<file path="src/rtl/alu32_ctrl.sv">
// alu32_ctrl: command sequencer around a 32-bit ALU.
// Buffers {op, a, b} commands in a 1<<AW entry FIFO, executes them one at a time and returns
// each registered result over a valid/ready port, strictly in command order.
// Optional feature macro: ALU_CTRL_CHAIN_EN (cmd_chain substitutes the last result for A).
module alu32_ctrl #(
  parameter int unsigned AW = 2
) (
  input  logic          clk,
  input  logic          reset_n,
  input  logic          cmd_valid,
  output logic          cmd_ready,
  input  logic [3:0]    cmd_op,
  input  logic [31:0]   cmd_a,
  input  logic [31:0]   cmd_b,
  input  logic          cmd_chain,
  output logic          res_valid,
  input  logic          res_ready,
  output logic [63:0]   res_data,
  output logic          res_err,
  output logic          busy,
  output logic [AW:0]   cmd_count
);

  localparam int unsigned Depth    = 1 << AW;
  localparam logic [AW:0] DepthCnt = Depth[AW:0];

  typedef enum logic [1:0] {StIdle, StExec, StResp} state_e;

  // FIFO storage and pointers
  logic [3:0]    op_mem_q [Depth];
  logic [31:0]   a_mem_q  [Depth];
  logic [31:0]   b_mem_q  [Depth];
  logic [AW-1:0] wr_ptr_q, rd_ptr_q;
  logic [AW:0]   count_q, count_d;

  // Sequencer state and registered ALU operands/results
  state_e      state_q;
  logic [3:0]  op_q;
  logic [31:0] a_q, b_q;
  logic [31:0] res_q;
  logic        err_q;
  logic        valid_q;
  logic [31:0] last_q;

  logic        push, pop, hs;
  logic [31:0] head_a;
  logic [31:0] alu_res;
  logic        alu_err;

  assign push = cmd_valid & cmd_ready;
  assign hs   = (state_q == StResp) & res_ready;
  // Pop decision uses the registered count only, so a same-cycle push is never bypassed.
  assign pop  = (count_q != '0) & ((state_q == StIdle) | hs);

`ifdef ALU_CTRL_CHAIN_EN
  logic chain_mem_q [Depth];

  // Operand A source; forward the result being handshaken this cycle, as it is the newest.
  always_comb begin
    head_a = a_mem_q[rd_ptr_q];
    if (chain_mem_q[rd_ptr_q]) begin
      head_a = hs ? res_q : last_q;
    end
  end

  // Chain flag travels with its command
  always_ff @(posedge clk) begin
    if (push) begin
      chain_mem_q[wr_ptr_q] <= cmd_chain;
    end
  end
`else
  logic unused_chain;

  assign head_a       = a_mem_q[rd_ptr_q];
  assign unused_chain = cmd_chain ^ (^last_q);
`endif

  // FIFO payload storage; contents need no reset, validity is tracked by count_q
  always_ff @(posedge clk) begin
    if (push) begin
      op_mem_q[wr_ptr_q] <= cmd_op;
      a_mem_q[wr_ptr_q]  <= cmd_a;
      b_mem_q[wr_ptr_q]  <= cmd_b;
    end
  end

  // Occupancy next-state
  always_comb begin
    count_d = count_q;
    unique case ({push, pop})
      2'b10:   count_d = count_q + 1'b1;
      2'b01:   count_d = count_q - 1'b1;
      default: count_d = count_q;
    endcase
  end

  // FIFO pointers and occupancy
  always_ff @(posedge clk or negedge reset_n) begin
    if (!reset_n) begin
      wr_ptr_q <= '0;
      rd_ptr_q <= '0;
      count_q  <= '0;
    end else begin
      if (push) wr_ptr_q <= wr_ptr_q + 1'b1;
      if (pop)  rd_ptr_q <= rd_ptr_q + 1'b1;
      count_q <= count_d;
    end
  end

  // ALU datapath; illegal opcodes are forced to zero with the error flag set
  always_comb begin
    alu_res = '0;
    alu_err = 1'b0;
    unique case (op_q)
      4'd0:    alu_res = '0;
      4'd1:    alu_res = ~a_q;
      4'd2:    alu_res = a_q & b_q;
      4'd3:    alu_res = a_q | b_q;
      4'd4:    alu_res = a_q ^ b_q;
      4'd5:    alu_res = ~(a_q ^ b_q);
      4'd6:    alu_res = a_q + b_q;
      4'd7:    alu_res = a_q - b_q;
      default: alu_err = 1'b1;
    endcase
  end

  // Sequencer FSM with registered result outputs
  always_ff @(posedge clk or negedge reset_n) begin
    if (!reset_n) begin
      state_q <= StIdle;
      op_q    <= '0;
      a_q     <= '0;
      b_q     <= '0;
      res_q   <= '0;
      err_q   <= 1'b0;
      valid_q <= 1'b0;
      last_q  <= '0;
    end else begin
      case (state_q)
        StIdle: begin
          if (pop) begin
            op_q    <= op_mem_q[rd_ptr_q];
            a_q     <= head_a;
            b_q     <= b_mem_q[rd_ptr_q];
            state_q <= StExec;
          end
        end
        StExec: begin
          res_q   <= alu_res;
          err_q   <= alu_err;
          valid_q <= 1'b1;
          state_q <= StResp;
        end
        StResp: begin
          if (res_ready) begin
            valid_q <= 1'b0;
            last_q  <= res_q;
            if (pop) begin
              op_q    <= op_mem_q[rd_ptr_q];
              a_q     <= head_a;
              b_q     <= b_mem_q[rd_ptr_q];
              state_q <= StExec;
            end else begin
              state_q <= StIdle;
            end
          end
        end
        default: state_q <= StIdle;
      endcase
    end
  end

  assign cmd_ready = (count_q != DepthCnt);
  assign busy      = (state_q != StIdle) | (count_q != '0);
  assign cmd_count = count_q;
  assign res_valid = valid_q;
  assign res_data  = {32'h0, res_q};
  assign res_err   = err_q;

endmodule

</file>
<file path="config.mk">
export PLATFORM = sky130hd
export DESIGN_NAME = alu32_ctrl
export DESIGN_NICKNAME = d
export VERILOG_FILES = /design/src/rtl/alu32_ctrl.sv
export SDC_FILE = /design/constraint.sdc
export NUM_CORES = 1
export LEC_CHECK = 0
export CAP_MARGIN = 0
export CORE_ASPECT_RATIO = 1.25
export CORE_MARGIN = 3
export CORE_UTILIZATION = 60
export DETAILED_ROUTE_END_ITERATION = 16
export DONT_BUFFER_PORTS = 1
export PLACE_DENSITY = 0.8
export REMOVE_ABC_BUFFERS = 1
export SYNTH_ARGS = -nofsm -noshare
export SYNTH_HDL_FRONTEND = slang
export SYNTH_SLANG_ARGS = --single-unit
</file>
<file path="constraint.sdc">
create_clock -name clk -period 8.91 [get_ports clk]
set_clock_uncertainty 0.05 [all_clocks]
set_input_delay 1.3365 -clock clk [delete_from_list [all_inputs] [get_ports clk]]
set_output_delay 1.3365 -clock clk [all_outputs]
set_load 0.01 [all_outputs]
</file>
==> reports/qor.csv <==
metric,value,unit
root_buffer,clkbuf_16,
synth.area.top_cells,"edfxtp_1 44%, dfrtp_1 15%, mux4_2 8.3%",
final_common_cell,edfxtp_1,
grt_pass1_wl,63.74,mm
finalCritPeriodShare,58.70,%
route.met3.wl,2.716,mm
rows,71,
synth-edff-count,272,
vias,11194,
routed_wl,39.47,mm
ir_drop,0.0002349,V
powerDensity,406.1,nW/um^2
top_layer_used,met4,
required,9.23,ns
wl_per_cell,21.54,um
stdcell_area,19940,um^2
io_buffers,0,
fp.coreArea,30290,um^2
critPathLaunch,op_q[2]$_DFFE_PN0P_,
fmax,191.2,MHz
gp_congestion,0.9279,
drc,0,
overflow,0,
power,0.008097,W
finalMaxSlewViolations,0,
ys_types,62,
grt.total_usage,24.59,%
synth-compound-area-share,11.37,%
ioPinCount,144,
yosys.area_share.simple,6.256,%
synth_top_cell_by_area,edfxtp_1,
synth_top_family_by_area,compound AO/OA/AOI/OAI gates,
dieArea,33020,um^2
antenna_found_initial,0,
yosysWarnings,0,
worst_setup_path_end_kind,flop,
fin_nets,1579,
clk_latency,0.54,ns
synth-seq-cells,383,
period_needed,5.230,ns
drt-met1-wl,15.81,mm
synth-xor-area-share,3.216,%
synth.avg_cell_area,13.02,um^2
crit_arrival,5.55,ns
slew_headroom,29.60,%
finalHoldViolations,0,
synthCells,1422,
dpl_cell_area,18760,um^2
antennaDiodeCount,0,
power.leakage,7.508,nW
die_h,202.4,um
crit_type,flop to flop,
cts.sinks,383,
seq_area_frac_synth,59.10,%
htreeDepth,2,
setup_viol,0,
tightestPinTransition,1.056,ns
met2_length,19.87,mm
maxCapViolCount,0,
path_clk_slew,0.07,ns
vias_per_cell,6.110,
synthAdderAreaFrac,7.040,%
cts_setup_buffers,0,
fin_util,65.83,%
cts-buffers-inserted,36,
clock_path_buffers,3,
grt_max_degree,112,
ys.flop_type,edfxtp_1,
dp_hpwl,25.33,mm
hold_buffers,0,
areaGrowthSynthToFinish,7.675,%
synthMuxAreaShare,8.621,%
path_max_fanout,13,
drt_iter0_drc,786,
r2r-start,op_q[2]$_DFFE_PN0P_,
drive_above_1_share,11.25,%
crit_path_start_kind,flop,
whs,0.4408,ns
layout_common_cells,"272 x edfxtp_1, 133 x o21ai_0, 129 x nand2_1, 109 x a21oi_1, 109 x dfrtp_1",
initial_core_util,61.13,%
fp.dieW,163.1,um
synth_area,18520,um^2
ant_nets,0,
cts_resized,0,
async_flop_share,28.98,%
first_global_vias,11645,
rsz0062_at_grt,false,
cts_tree,done,
firstDrtPassIters,5,
synth_top_area_share,44.11,%
hp-class,input port to asynchronous set/reset pin,
status,"complete, no violations",
==> area by class of cell <==
cell class / count / area [um^2]
flip-flops and latches: 383 / 10950
repair buffers: 13 / 97.59
multi-input cells: 889 / 6909
fillers: 2144 / 10350
clock buffers: 49 / 1021
inverters: 80 / 300.3
clock inverters: 17 / 160.2
well taps: 401 / 501.7
==> path summary, 6_finish.rpt <==
path | cells after the start | to | slack [ns]
min in group clk | 1 | res_valid$_DFFE_PN0P_ | 0.53
setup / recovery | 14 | res_q[27]$_DFFE_PN0P_ | 3.68
max in group asynchronous | 0 | rd_ptr_q[0]$_DFFE_PN0P_ | 8.13
hold reg to reg | 1 | res_valid$_DFFE_PN0P_ | 0.53
hold / removal | 0 | wr_ptr_q[1]$_DFFE_PN0P_ | 0.44
setup reg to reg | 14 | res_q[27]$_DFFE_PN0P_ | 3.68
==> cells in the mapped netlist, types with 11 or more instances <==
library cell / n
a21oi_1: 109
a31oi_1: 14
buf_4: 33
clkbuf_1: 59
dfrtp_1: 111
edfxtp_1: 272
ha_1: 101
inv_1: 80
mux4_2: 68
nand2_1: 129
nand2b_1: 12
nand3_1: 11
nor2_1: 45
nor3_1: 14
o21ai_0: 133
o22ai_1: 30
xnor2_1: 55
xor2_1: 13
==> through the flow <==
step	instances	TNS [ns]	worst slack (ns)
finish	1832	0	3.680
global route	1832	0	3.368
CTS	1832	0	3.787
detailed placement	1766	0	3.830
global placement	1766	0	3.907
floorplan	1352	-1.385	-0.6848
==> registers in the layout (all words and copies together), names as in the netlist <==
signal,flops
op_q,4
op_mem_q,16
b_mem_q,128
a_mem_q,128
a_q,32
cmd_count,3
res_valid,1
rd_ptr_q,2
res_q,32
res_err,1
state_q,2
wr_ptr_q,2
b_q,32
==> routing by layer <==
metal | vias to the layer above | global-route usage [%]
met1 | 5548 | 31.76
met3 | 83 | 5.638
met4 | 0 | 7.978
met2 | 356 | 41.55
li1 | 5207 | -
met5 | - | 0
==> critical path: stages, from the launching register on <==
cell      delay (ns)
dfrtp_1         0.72
nor2b_1         0.38
nand2_1         0.29
nor2_1          0.82
a31oi_1         0.12
xnor2_1         0.18
ha_1            0.36
a21oi_1         0.30
a21boi_0        0.17
o21ai_0         0.47
nand3_2         0.23
o21ai_1         0.42
o21ai_0         0.21
xnor2_1         0.20
o221ai_1        0.15
==> kinds of logic (layout without fill, tap and decap cells) <==
| group | count (synthesis) | count (layout) |
|---|---|---|
| buf+inv | 181 | 159 |
| simple gates | 251 | 251 |
| other cells | 1 | 32 |
| compound gates | 361 | 361 |
| xor+xnor | 68 | 68 |
| fa+ha+maj | 103 | 103 |
| flops | 383 | 383 |
| mux | 74 | 74 |
==> report_power, final <==
group,internal (W),switching [W]
Sequential,0.00243,0.000423
Clock,0.000872,0.000651
Combinational,0.00154,0.00219
(Power assumes the default switching activity.)
